## config.mk

```make
export PLATFORM = sky130hd
export DESIGN_NAME = multiply_adder_arbiter
export DESIGN_NICKNAME = d
export VERILOG_FILES = /design/src/rtl/multiply_adder_arbiter.sv
export SDC_FILE = /design/constraint.sdc
export NUM_CORES = 1
export LEC_CHECK = 0
export ABC_CLOCK_PERIOD_IN_PS = 3910
export BUFFER_PORTS_ARGS = -buffer_cell sky130_fd_sc_hd__buf_2
export CAP_MARGIN = 40
export CORE_AREA = 2 2 617 619
export CTS_CLUSTER_SIZE = 16
export DETAILED_ROUTE_END_ITERATION = 7
export DIE_AREA = 0 0 619 621
export PLACE_DENSITY_LB_ADDON = 0.08
export RECOVER_POWER = 100
export SETUP_SLACK_MARGIN = 0.05
export SYNTH_ARGS = -nofsm -noshare
export SYNTH_HDL_FRONTEND = slang
export SYNTH_SLANG_ARGS = --single-unit
```

## constraint.sdc

```tcl
create_clock -name clk -period 3.91 [get_ports clk]
set_input_delay 0.5865 -clock clk [delete_from_list [all_inputs] [get_ports clk]]
set_output_delay 0.5865 -clock clk [all_outputs]
set_load 0.05 [all_outputs]
```

## src/rtl/multiply_adder_arbiter.sv

```systemverilog
// ---------------------------------------------------------------------------
// multiply_adder_arbiter
//
// Shares one external pipelined multiply-adder (o = a*b + c, fixed LATENCY,
// never stalls, not reset) between NREQ requesters. One op is issued per
// cycle by round-robin. A shadow tag pipe records which requester issued
// each op, so results are routed back to that requester in issue order.
// An enable/drain FSM stops new grants and waits for in-flight ops to
// return before going idle.
//
// Ports
//   clk, rst_n   clock, asynchronous active-low reset
//   en           1 = grants allowed, 0 = drain and stop
//   req_valid    per-requester request valid
//   req_ready    per-requester grant (one-hot or zero), combinational
//   req_a/b      per-requester operands, requester i at [i*BITS +: BITS]
//   req_c        per-requester addend, requester i at [i*2*BITS +: 2*BITS]
//   resp_valid   one-cycle result pulse to the issuing requester
//   resp_o       shared result bus, holds its last value between pulses
//   mul_a/b/c    operands to the multiply-adder (zero when nothing granted)
//   mul_o        result from the multiply-adder
//   state        0 IDLE, 1 RUN, 2 DRAIN
//   inflight     ops issued but not yet responded
//   op_count     total accepted ops, wraps at 2^32
// ---------------------------------------------------------------------------
module multiply_adder_arbiter #(
  parameter int BITS    = 64,
  parameter int NREQ    = 4,
  parameter int LATENCY = 4
) (
  input  logic                     clk,
  input  logic                     rst_n,
  input  logic                     en,
  input  logic [NREQ-1:0]          req_valid,
  output logic [NREQ-1:0]          req_ready,
  input  logic [NREQ*BITS-1:0]     req_a,
  input  logic [NREQ*BITS-1:0]     req_b,
  input  logic [NREQ*2*BITS-1:0]   req_c,
  output logic [NREQ-1:0]          resp_valid,
  output logic [2*BITS-1:0]        resp_o,
  output logic [BITS-1:0]          mul_a,
  output logic [BITS-1:0]          mul_b,
  output logic [2*BITS-1:0]        mul_c,
  input  logic [2*BITS-1:0]        mul_o,
  output logic [1:0]               state,
  output logic [2:0]               inflight,
  output logic [31:0]              op_count
);

  localparam int IDX_W = (NREQ > 1) ? $clog2(NREQ) : 1;
  // Tag pipe covers the multiply-adder latency plus the result register.
  localparam int DEPTH = LATENCY + 1;
  localparam logic [IDX_W:0]   NREQ_W   = (IDX_W+1)'(NREQ);
  localparam logic [IDX_W-1:0] LAST_IDX = IDX_W'(NREQ - 1);

  localparam logic [1:0] IDLE  = 2'd0;
  localparam logic [1:0] RUN   = 2'd1;
  localparam logic [1:0] DRAIN = 2'd2;

  logic [1:0]                   state_reg, state_next;
  logic [IDX_W-1:0]             rr_ptr_reg, rr_ptr_next;
  logic [DEPTH-1:0]             tag_valid_reg;
  logic [DEPTH-1:0][IDX_W-1:0]  tag_idx_reg;
  logic [2*BITS-1:0]            resp_o_reg;
  logic [2:0]                   inflight_reg, inflight_next;
  logic [31:0]                  op_count_reg;

  logic                         grant_en;
  logic                         grant_any;
  logic [IDX_W-1:0]             grant_idx;
  logic [IDX_W:0]               cand_sum;
  logic [NREQ-1:0]              grant;
  logic                         resp_any;

  logic [NREQ-1:0][BITS-1:0]    a_masked;
  logic [NREQ-1:0][BITS-1:0]    b_masked;
  logic [NREQ-1:0][2*BITS-1:0]  c_masked;

  // -------------------------------------------------------------------------
  // Round-robin arbiter: scan upward from the pointer, wrapping mod NREQ.
  // -------------------------------------------------------------------------
  assign grant_en = en && ((state_reg == IDLE) || (state_reg == RUN));

  always_comb begin
    grant_any = 1'b0;
    grant_idx = '0;
    cand_sum  = '0;
    for (int k = 0; k < NREQ; k++) begin
      cand_sum = {1'b0, rr_ptr_reg} + (IDX_W+1)'(k);
      if (cand_sum >= NREQ_W) begin
        cand_sum = cand_sum - NREQ_W;
      end
      if (grant_en && !grant_any && req_valid[cand_sum[IDX_W-1:0]]) begin
        grant_any = 1'b1;
        grant_idx = cand_sum[IDX_W-1:0];
      end
    end
  end

  always_comb begin
    rr_ptr_next = rr_ptr_reg;
    if (grant_any) begin
      rr_ptr_next = (grant_idx == LAST_IDX) ? '0 : grant_idx + IDX_W'(1);
    end
  end

  // One-hot grant and per-requester operand masking; the masked operands
  // are OR-reduced so no wide indexed mux is needed.
  genvar gi;
  generate
    for (gi = 0; gi < NREQ; gi++) begin : g_req
      assign grant[gi]    = grant_any && (grant_idx == IDX_W'(gi));
      assign a_masked[gi] = req_a[gi*BITS +: BITS] & {BITS{grant[gi]}};
      assign b_masked[gi] = req_b[gi*BITS +: BITS] & {BITS{grant[gi]}};
      assign c_masked[gi] = req_c[gi*2*BITS +: 2*BITS] & {(2*BITS){grant[gi]}};
    end
  endgenerate

  always_comb begin
    mul_a = '0;
    mul_b = '0;
    mul_c = '0;
    for (int k = 0; k < NREQ; k++) begin
      mul_a = mul_a | a_masked[k];
      mul_b = mul_b | b_masked[k];
      mul_c = mul_c | c_masked[k];
    end
  end

  assign req_ready = grant;

  // -------------------------------------------------------------------------
  // Response routing. Stage LATENCY-1 lines up with mul_o being valid; the
  // last stage lines up with the registered result in resp_o.
  // -------------------------------------------------------------------------
  assign resp_any = tag_valid_reg[DEPTH-1];

  always_comb begin
    resp_valid = '0;
    if (resp_any) begin
      resp_valid[tag_idx_reg[DEPTH-1]] = 1'b1;
    end
  end

  assign inflight_next = inflight_reg + {2'b00, grant_any} - {2'b00, resp_any};

  // -------------------------------------------------------------------------
  // Enable/drain FSM. DRAIN only leaves once nothing is outstanding, so a
  // late en=1 cannot restart issue while old results are still returning.
  // -------------------------------------------------------------------------
  always_comb begin
    state_next = state_reg;
    case (state_reg)
      IDLE:    if (en) state_next = RUN;
      RUN:     if (!en) state_next = DRAIN;
      DRAIN:   if ((inflight_reg == 3'd0) && !resp_any) state_next = IDLE;
      default: state_next = IDLE;
    endcase
  end

  // The multiply-adder itself is not reset; clearing the tag pipe is what
  // guarantees no stale result is ever reported after reset.
  always_ff @(posedge clk or negedge rst_n) begin
    if (!rst_n) begin
      state_reg     <= IDLE;
      rr_ptr_reg    <= '0;
      tag_valid_reg <= '0;
      tag_idx_reg   <= '0;
      resp_o_reg    <= '0;
      inflight_reg  <= '0;
      op_count_reg  <= '0;
    end else begin
      state_reg     <= state_next;
      rr_ptr_reg    <= rr_ptr_next;
      tag_valid_reg <= {tag_valid_reg[DEPTH-2:0], grant_any};
      tag_idx_reg   <= {tag_idx_reg[DEPTH-2:0], grant_idx};
      if (tag_valid_reg[LATENCY-1]) begin
        resp_o_reg <= mul_o;
      end
      inflight_reg  <= inflight_next;
      if (grant_any) begin
        op_count_reg <= op_count_reg + 32'd1;
      end
    end
  end

  assign state    = state_reg;
  assign resp_o   = resp_o_reg;
  assign inflight = inflight_reg;
  assign op_count = op_count_reg;

endmodule

```

==> reports/results.tsv, run 1 <==
metric	value	unit
Avg Inst Size Synth	9.16	µm²
vias in the first global route	22000	
CTS tree	built	
final routed DRC violation total	0	
Post-DRT Antenna Nets	0	
syn nets	2560	
synthesized cell area	12800	µm²
main combinational cell family by area after synthesis	compound AO/OA/AOI/OAI gates	
Worst Hold Class	input pin to async pin	
number of max-cap violations	2	
Fillers	44500	
initial antenna violation count	233	
post-synthesis xor/xnor area fraction	0.0227	
Via density	2.61	
Nets	4297	
starting DRC count in detailed routing	1351	
IO Port Bufs	1587	
Post-synth EDFFs	0	
RSZ-0062 raised after global routing	yes	
io pins	1588	
status	complete, but fails checks	
switching power	11.8	mW
Gate power share	0.744	
clock network power share	0.113	
Slew Viols, Final	104	
switching share of power	0.564	
reg2reg end	inflight[2]$_DFF_PN0_	
area delta synth->final	164	%
largest net degree at the start of global routing	66	
drt pass-1 iters	5	
Synth async-reset ratio	1.00	
Root Buffer	clkbuf_16	
synthesized-area fraction occupied by adder cells	0.00844	
share of layout cells above drive strength 1	0.707	
nature of the critical path startpoint	register	
internal reg-to-reg setup slack	1250	ps
fin area	33600	µm²
Post-Syn Instances	1393	
#FFs+latches synth	182	
Simple-Gate Fraction of Synth Area	0.0381	
top_reg_cell synth	dfrtp_1	
critical path endpoint category	output port	
first-pass GRT wire length	273	mm
total core area	378000	µm²
Yosys cell types	34	
Flop pwr share	0.143	
setup violators final	0	
crit path DAT	3270	ps
worst setup path startpoint	rr_ptr_reg[1]$_DFFE_PN0P_	
Worst Slack Setup Final	55.4	ps
r2r startpoint	state[1]$_DFFE_PN0P_	
GP Congestion	0.878	
Clock Sinks	182	
Initial Utilization	0.0338	
most frequent cells in the layout	buf_2 (1386), a22oi_1 (425), buf_4 (230)	
Die X	619	µm
commonest non-fill, non-tap cell in the layout	buf_2	
Setup WS pre-CTS	-387	ps
Clk Latency, worst-skew pair	530	ps
HPWL Detailed	194	mm
Leakage	13.7	nW
post-synthesis compound-gate area fraction	0.406	
Max-slew headroom	-0.698	
H-tree levels	4	
Worst R2R Path Depth	12	
GRT Util Overall	0.111	
worst vdd ir	238	µV
placed cell area	30200	µm²
register area share after synthesis	0.357	
CTS Buf Count	25	
internal power	9.08	mW
Row Count	226	
die height	621	µm
grt ovf	0	
final core occ	0.0890	
Worst Clk Skew	29.2	ps
via count	21500	
Period minus WS final	3850	ps
failing checks	max-capacitance violations, max-slew violations	
Final Hold Viols	0	
Worst Path Required	3320	ps
drt total wl	225	mm
CTS Hold Bufs	0	
pwr dens	620	nW/µm²
Max Clk Rate	259	MHz
warnings from Yosys	0	
routed len/inst	27.3	µm
clock slew seen by the registers of the worst setup and hold paths	70	ps
crit share post-route	0.986	
WS Path Type	register to output port	
Slew @ Worst Pin	2550	ps
Critical Path Fanout Max	25	
mux share of post-synthesis cell area	0.114	
Die Area	384000	µm²
Largest register FFs	128	
Max clock buf depth	3	
[area by class of cell]
type                            count  area, µm²  share of cell area
Inverter                           13       51.3             0.00153
Sequential cell                   182       4560               0.136
Multi-Input combinational cell   1037       8470               0.252
Clock buffer                       30        684              0.0204
Tap cell                         5016       6280               0.187
Timing Repair Buffer             1871      13300               0.395
Antenna cell                       91        228             0.00677
Clock inverter                      3       68.8             0.00205
[layer usage]
| metal | vias up | track usage | share of wire |
|---|---|---|---|
| met2 | 1213 | 0.210 | 0.52 |
| met5 | - | 0 | 0.0036 |
| met3 | 396 | 0.0420 | 0.088 |
| met4 | 122 | 0.0239 | 0.029 |
| li1 | 9177 | - | - |
| met1 | 10600 | 0.114 | 0.36 |
[synth_stat cells, types with 2 or more instances]
cell | count | area [µm²]
nand2b_1 | 3 | 18.8
xor2_1 | 19 | 166
buf_2 | 26 | 130
inv_1 | 12 | 45.0
a22oi_1 | 512 | 3840
and3_1 | 6 | 37.5
ha_1 | 7 | 87.6
dfrtp_1 | 182 | 4550
mux2_2 | 128 | 1440
a21oi_1 | 259 | 1300
nand3_1 | 14 | 70.1
and4_1 | 3 | 26.3
xnor2_1 | 14 | 123
nand4_1 | 6 | 37.5
nor3_1 | 9 | 45.0
nor2_1 | 10 | 37.5
nor4_1 | 11 | 68.8
o21ai_0 | 3 | 15.0
clkbuf_1 | 128 | 480
or4_1 | 2 | 15.0
buf_1 | 7 | 26.3
nand2_1 | 20 | 75.1
[power groups by stage]
stage	Combinational, mW	Sequential [mW]	Clock, mW
5_1_grt	16.3	3.10	2.56
6_report	15.5	2.98	2.35
2_1_floorplan	5.52	5.07	0
3_5_place_dp	14.7	3.05	0
3_3_place_gp	14.8	3.05	0
4_1_cts	15.4	3.02	2.54
[through the flow]
step,instances,power (mW),hold WS (ps),TNS [ps]
floorplan,1393,10.6,291,0
finish,8243,20.8,16.1,0
global route,8197,22.0,36.1,-320
CTS,8133,21.0,15.1,-50.3
global placement,8065,17.8,336,-94260
detailed placement,8066,17.7,335,-3130
[critical path: stages (launching register included)]
cell and delay, ps:
dfrtp_2 420, mux2i_2 250, o22ai_2 110, nor3_2 190, buf_6 180, inv_4 60
ha_4 180, buf_12 160, buf_4 290, a22oi_1 300, a21oi_2 150, buf_4 160
buf_12 140
[kinds of logic after synthesis]
logic type / count (synthesis)
XOR/XNOR: 33
multiplexers: 129
AO/OA/AOI/OAI: 777
AND/OR/NAND/NOR: 90
flip-flops: 182
buffers and inverters: 174
adder cells (fa/ha/maj): 8
[what timing repair did]
| item | in CTS | in global routing |
|---|---|---|
| gates cloned | 12 | 14 |
| pin swaps | 45 | 60 |
| endpoints found under the setup margin | 255 | 203 |
| gates resized for setup | 201 | 227 |
| hold endpoints to repair | 0 | 0 |
| setup buffers | 23 | 12 |
[worst max path at each step]
| stage | slack (ps) | to | cells after the start |
|---|---|---|---|
| 5_1_grt | -40 | mul_c[37] | 14 |
| 4_1_cts | -20 | mul_c[123] | 14 |
| 3_3_place_gp | -870 | mul_c[51] | 11 |
| 6_report | 60 | mul_c[74] | 12 |
| 2_1_floorplan | 300 | mul_c[102] | 10 |
| 3_5_place_dp | -390 | mul_a[18] | 14 |
Note: power is estimated with default switching activity, not from simulation.
==> run 2, diff against run 1 <==
CELL_PAD_IN_SITES_DETAIL_PLACEMENT = 2   (was unset)
CELL_PAD_IN_SITES_GLOBAL_PLACEMENT = 2   (was unset)
CORE_AREA = 2 2 612 614   (was 2 2 617 619)
DIE_AREA = 0 0 614 616   (was 0 0 619 621)
SLEW_MARGIN = 10   (was unset)
==> reports/results.tsv, run 2 (same netlist as run 1, synthesis figures left out) <==
metric	value	unit	change
Slew Viols, Final	111		was 104
io pins	1588		unchanged
routed len/inst	27.7	µm	was 27.3 µm
GRT Util Overall	0.111		about the same
failing checks	max-capacitance violations, max-slew violations		unchanged
Fillers	43600		was 44500
worst vdd ir	236	µV	was 238 µV
grt met2 use	0.218		was 0.210
number of max-cap violations	2		unchanged
GR peak layer	met2		unchanged
status	complete, but fails checks		unchanged
Die X	614	µm	was 619 µm
Worst Hold Class	input pin to register		was input pin to async pin
Initial Utilization	0.0343		was 0.0338
Via density	2.65		was 2.61
HPWL Detailed	192	mm	was 194 mm
pwr dens	631	nW/µm²	was 620 nW/µm²
Leakage	13.9	nW	was 13.7 nW
CTS Hold Bufs	0		unchanged
commonest non-fill, non-tap cell in the layout	buf_2		unchanged
Row Count	224		was 226
Period minus WS final	3830	ps	was 3850 ps
drt total wl	227	mm	was 225 mm
drt pass-1 iters	5		unchanged
critical path endpoint category	output port		unchanged
crit share post-route	0.980		was 0.986
largest net degree at the start of global routing	83		was 66
Critical Path Fanout Max	8		was 25
H-tree levels	4		unchanged
grt met3 use	0.0421		was 0.0420
Worst Clk Skew	32.3	ps	was 29.2 ps
IO Port Bufs	1587		unchanged
Max-slew headroom	-0.682		was -0.698
placed cell area	30300	µm²	was 30200 µm²
GP Congestion	0.847		was 0.878
Root Buffer	clkbuf_16		unchanged
WS Path Type	register to output port		unchanged
grt ovf	0		unchanged
initial antenna violation count	363		was 233
first-pass GRT wire length	272	mm	was 273 mm
via count	21700		was 21500
clock slew seen by the registers of the worst setup and hold paths	110	ps	was 70 ps
crit path DAT	3250	ps	was 3270 ps
total core area	371000	µm²	was 378000 µm²
setup violators final	0		unchanged
met1 Track Usage GR	0.111		was 0.114
share of layout cells above drive strength 1	0.719		was 0.707
RSZ-0062 raised after global routing	yes		unchanged
final core occ	0.0924		was 0.0890
Slew @ Worst Pin	2520	ps	was 2550 ps
Post-DRT Antenna Nets	0		unchanged
die height	616	µm	was 621 µm
Max clock buf depth	3		unchanged
Final Hold Viols	0		unchanged
Worst Path Required	3320	ps	about the same
Clk Latency, worst-skew pair	560	ps	was 530 ps
nature of the critical path startpoint	register		unchanged
vias in the first global route	22700		was 22000
Largest register FFs	128		unchanged
starting DRC count in detailed routing	942		was 1351
fin area	34300	µm²	was 33600 µm²
CTS tree	built		unchanged
Max Clk Rate	261	MHz	was 259 MHz
final routed DRC violation total	0		unchanged
CTS Buf Count	25		unchanged
area delta synth->final	169	%	was 164%
Clock Sinks	182		unchanged
most frequent cells in the layout	buf_2 (1358), a22oi_1 (417), buf_4 (230)		was buf_2 (1386), a22oi_1 (425), buf_4 (230)
Nets	4306		was 4297
Die Area	378000	µm²	was 384000 µm²
==> run 2: changes by cell type in the layout (fill, tap and decap cells not counted), sizes merged <==
cell    delta
buf        +3
diode     -10
clkinv     +1
clkbuf     +4
bufbuf     +1
==> run 2: path summary, 6_finish.rpt <==
path / from / to / cells after the start / slack (ps)
max: rr_ptr_reg[1]$_DFFE_PN0P_ / mul_c[14] / 11 / 80
min: mul_o[47] / resp_o[47]$_DFFE_PN0P_ / 2 / 250
max reg2reg: tag_valid_reg[3]$_DFF_PN0_ / resp_o[56]$_DFFE_PN0P_ / 2 / 1320
min reg2reg: tag_valid_reg[0]$_DFF_PN0_ / tag_valid_reg[1]$_DFF_PN0_ / 0 / 350
max in group asynchronous: rst_n / resp_o[61]$_DFFE_PN0P_ / 2 / 980
min in group asynchronous: rst_n / resp_o[119]$_DFFE_PN0P_ / 1 / 810
==> run 2: per-layer routing <==
metal	wire length, µm	share of wire
met1	78500	0.35
met2	121000	0.53
met3	20400	0.090
met4	6150	0.027
met5	759	0.0033
==> run 2: metrics by stage <==
| stage | TNS (ps) | hold slack [ps] | instances | worst slack [ps] | power [mW] |
|---|---|---|---|---|---|
| 2_1_floorplan | 0 | 291 | 1393 | 298 | 10.6 |
| 3_3_place_gp | -2870 | 335 | 8007 | -548 | 18.1 |
| 3_5_place_dp | -2100 | 336 | 8008 | -480 | 18.1 |
| 4_1_cts | -35.5 | 67.8 | 8062 | -20.6 | 21.2 |
| 5_1_grt | -4.59 | 203 | 8145 | -4.26 | 23.0 |
| 6_report | 0 | 250 | 8198 | 76.9 | 21.6 |
==> run 2: power breakdown <==
| part | switching, mW | internal (mW) | total (mW) |
|---|---|---|---|
| clock network | 0.992 | 1.36 | 2.35 |
| logic | 10.6 | 5.70 | 16.3 |
| registers | 0.426 | 2.54 | 2.96 |
| total | 12.0 | 9.59 | 21.6 |
==> run 2: timing repair <==
item / CTS / global route
pin swaps: 15 / 65
cloned: 7 / 21
resized for setup: 133 / 365
buffers inserted: 14 / 37
endpoints found under the setup margin: 253 / 186
==> run 2: critical path: stages, from the launching register on <==
cell and delay [ps]:
dfrtp_2 420, a21oi_1 80, o21a_1 190, o221a_4 230, buf_4 160, ha_4 190, buf_12 150, clkbuf_16 190
clkbuf_16 190, a22oi_2 570, a21oi_2 120, buf_6 190
==> run 2: area by class of cell <==
type	count	area, µm²	area share
clock inverters	4	73.8	0.00215
inverters	13	48.8	0.00142
well taps	4972	6220	0.181
clock buffers	29	681	0.0198
multi-input cells	1037	8610	0.251
flip-flops and latches	182	4560	0.133
diodes	81	203	0.00591
repair buffers	1880	13900	0.406
==> run 3, diff against run 2 <==
ABC_AREA = 1   (was unset)
CAP_MARGIN = unset   (was 40)
CORE_AREA = 2 2 611 613   (was 2 2 612 614)
DIE_AREA = 0 0 613 615   (was 0 0 614 616)
PLACE_DENSITY_LB_ADDON = 0.1   (was 0.08)
==> reports/results.tsv, run 3 <==
metric	value	unit	change
drt pass-1 iters	5		unchanged
number of max-cap violations	4		was 2
Fillers	44200		was 43600
area delta synth->final	114	%	was 169%
crit path cell chain	buf_12 > inv_12 > nand2_2 > nand2_2 > nor2_2 > nor2_2 > nand2_2 > nand3b_1 > inv_2 > nor2_2 > o21bai_1 > buf_4 > ha_4 > buf_12 > buf_12 > buf_16 > buf_4 > buf_4 > nand3_1 > nand2_1 > inv_1 > nand2_1 > buf_12		was a21oi_1 > o21a_1 > o221a_4 > buf_4 > ha_4 > buf_12 > clkbuf_16 > clkbuf_16 > a22oi_2 > a21oi_2 > buf_6
Largest register FFs	128		unchanged
Crit path max-delay family	buffers and inverters		was compound AO/OA/AOI/OAI gates
r2r startpoint	tag_valid_reg[3]$_DFF_PN0_		unchanged
Max Clk Rate	244	MHz	was 261 MHz
Nets	6026		was 4306
Post-Syn Instances	3178		was 1393
Via density	3.01		was 2.65
Slowest cell on crit path	dfrtp_2		was a22oi_2
Worst Path Buf+Inv	11		was 5
CP endpoint	mul_c[11]		was mul_c[14]
Clock Sinks	182		unchanged
register area share after synthesis	0.239		was 0.357
Row Count	224		unchanged
clock slew seen by the registers of the worst setup and hold paths	90	ps	was 110 ps
Yosys cell types	35		was 34
Period minus WS final	4100	ps	was 3830 ps
Slew Viols, Final	255		was 111
grt ovf	0		unchanged
Avg Inst Size Synth	6.00	µm²	was 9.16 µm²
share of layout cells above drive strength 1	0.445		was 0.719
largest net degree at the start of global routing	96		was 83
Die Area	377000	µm²	was 378000 µm²
total core area	371000	µm²	about the same
stages on the worst setup path	23		was 11
Yosys top cell by area	nand3_1		was dfrtp_1
Commonest cells post-synth	nand3_1 (1042), nand2_1 (887), inv_1 (562), dfrtp_1 (182), mux2_2 (128)		was a22oi_1 (512), a21oi_1 (259), dfrtp_1 (182), clkbuf_1 (128), mux2_2 (128)
setup violators final	241		was 0
peak per-stage delay on the critical path	440	ps	was 570 ps
critical path endpoint category	output port		unchanged
Post-synth EDFFs	0		unchanged
top_reg_cell synth	dfrtp_1		unchanged
#FFs+latches synth	182		unchanged
GP Congestion	0.866		was 0.847
die height	615	µm	was 616 µm
Yosys top cell area share	0.273		was 0.357
Clk Latency, worst-skew pair	520	ps	was 560 ps
failing checks	max-capacitance violations, max-slew violations, negative setup slack		was max-capacitance violations, max-slew violations
routed len/inst	25.1	µm	was 27.7 µm
Root Buffer	clkbuf_16		unchanged
most frequent cells in the layout	buf_2 (1166), nand3_1 (959), nand2_1 (760)		was buf_2 (1358), a22oi_1 (417), buf_4 (230)
CTS Hold Bufs	0		unchanged
Slew @ Worst Pin	1990	ps	was 2520 ps
synthesized cell area	19100	µm²	was 12800 µm²
Post-DRT Antenna Nets	0		unchanged
top cells by area, synth	nand3_1 (27%), dfrtp_1 (24%), nand2_1 (17%), inv_1 (11%), mux2_2 (7.6%)		was dfrtp_1 (36%), a22oi_1 (30%), mux2_2 (11%), a21oi_1 (10%), clkbuf_1 (3.8%)
crit path DAT	3510	ps	was 3250 ps
syn nets	4345		was 2560
vias in the first global route	31100		was 22700
CTS tree	built		unchanged
io pins	1588		unchanged
most frequent CP cell	buf_12		was clkbuf_16
Worst Slack Setup Final	-191	ps	was 76.9 ps
Max-slew headroom	-0.330		was -0.682
final core occ	0.110		was 0.0924
commonest non-fill, non-tap cell in the layout	buf_2		unchanged
crit share post-route	1.05		was 0.980
RSZ-0062 raised after global routing	yes		unchanged
via count	29800		was 21700
IO Port Bufs	1587		unchanged
Synth async-reset ratio	1.00		unchanged
Worst Hold Class	input pin to register		unchanged
first-pass GRT wire length	314	mm	was 272 mm
nature of the critical path startpoint	register		unchanged
drt total wl	249	mm	was 227 mm
cell with the most instances after synthesis	nand3_1		was a22oi_1
Initial Utilization	0.0514		was 0.0343
reg2reg end	resp_o[74]$_DFFE_PN0P_		was resp_o[56]$_DFFE_PN0P_
warnings from Yosys	0		unchanged
min-delay src	mul_o[99]		was mul_o[47]
Worst Path Required	3320	ps	about the same
HPWL Detailed	210	mm	was 192 mm
status	complete, but fails checks		unchanged
CTS Buf Count	17		was 25
starting DRC count in detailed routing	1432		was 942
Worst Clk Skew	15.1	ps	was 32.3 ps
Worst R2R Path Depth	2		unchanged
WS Path Type	register to output port		unchanged
internal reg-to-reg setup slack	470	ps	was 1320 ps
Final Hold Viols	0		unchanged
Max clock buf depth	2		was 3
worst setup path startpoint	rr_ptr_reg[0]$_DFFE_PN0P_		was rr_ptr_reg[1]$_DFFE_PN0P_
final routed DRC violation total	0		unchanged
Critical Path Fanout Max	13		was 8
H-tree levels	4		unchanged
initial antenna violation count	421		was 363
GRT Util Overall	0.125		was 0.111
Die X	613	µm	was 614 µm
-- run 3: cell count changes after synthesis, sizes merged, moves of 96 or more --
cell,change
a22oi,-512
nand2,+871
nand3,+1027
inv,+552
buf,+96
a21oi,-258
-- run 3: per-layer routing --
metal  up-vias  wire length, µm  part of all wire  track usage
met5         -             1040            0.0042            0
met3       676            18900             0.076       0.0405
li1      13500                -                 -            -
met1     14100            96100              0.39        0.139
met4       162             4980             0.020       0.0114
met2      1411           128000              0.51        0.235
-- run 3: worst reg2reg max path, delay by kind of cell, from the launching register on --
kind | cells | cell delay, ps
flip-flops | 1 | 1380
multiplexers | 1 | 570
buffers and inverters | 1 | 1380
-- run 3: metrics by stage --
step           hold WS [ps]  setup WS [ps]  cell area [µm²]  cells  TNS, ps
2_1_floorplan           291            373            19100   3178        0
3_3_place_gp            334           -292            36700   9703   -18610
3_5_place_dp            336           -263            36700   9703   -14760
4_1_cts                84.4           -320            39600   9800   -58040
5_1_grt                 235           -471            40700   9866   -97520
6_report                292           -191            40800   9916   -19220
-- run 3: how the worst min path moves through the flow --
stage | slack [ps] | end | cells past startpoint
2_1_floorplan | 290 | inflight[0]$_DFF_PN0_ | 0
3_3_place_gp | 330 | tag_valid_reg[2]$_DFF_PN0_ | 0
3_5_place_dp | 340 | tag_valid_reg[3]$_DFF_PN0_ | 0
4_1_cts | 80 | resp_o[26]$_DFFE_PN0P_ | 1
5_1_grt | 230 | resp_o[65]$_DFFE_PN0P_ | 2
6_report | 290 | resp_o[99]$_DFFE_PN0P_ | 2
-- run 3: repair_timing --
item / in CTS / in global routing
resized for setup: 330 / 239
cloned: 18 / 16
pin swaps: 63 / 46
setup buffers: 47 / 31
setup endpoints to repair: 260 / 260
-- run 3: cell families after synthesis --
| kind of cell | after synthesis | synth area share |
|---|---|---|
| adders and majority gates | 8 | 0.00564 |
| and+or+nand+nor | 2000 | 0.467 |
| xor gates and xnor gates | 28 | 0.0129 |
| AOI/OAI and AO/OA | 18 | 0.00505 |
| DFF | 182 | 0.239 |
| buffers and inverters | 814 | 0.196 |
| muxes | 128 | 0.0756 |
-- run 3: cell type report --
type	count	area, µm²	share of cell area
Antenna cell	72	180	0.00441
Sequential cell	182	4560	0.112
Inverter	565	2140	0.0523
Timing Repair Buffer	1911	15400	0.378
Multi-Input combinational cell	2182	11700	0.287
Clock buffer	17	425	0.0104
Tap cell	4972	6220	0.152
Clock inverter	15	185	0.00453
Power of run 3 is left out: the tool's default activity adds up to more than one toggle a clock period on the data nets, which glitch-free logic cannot reach.
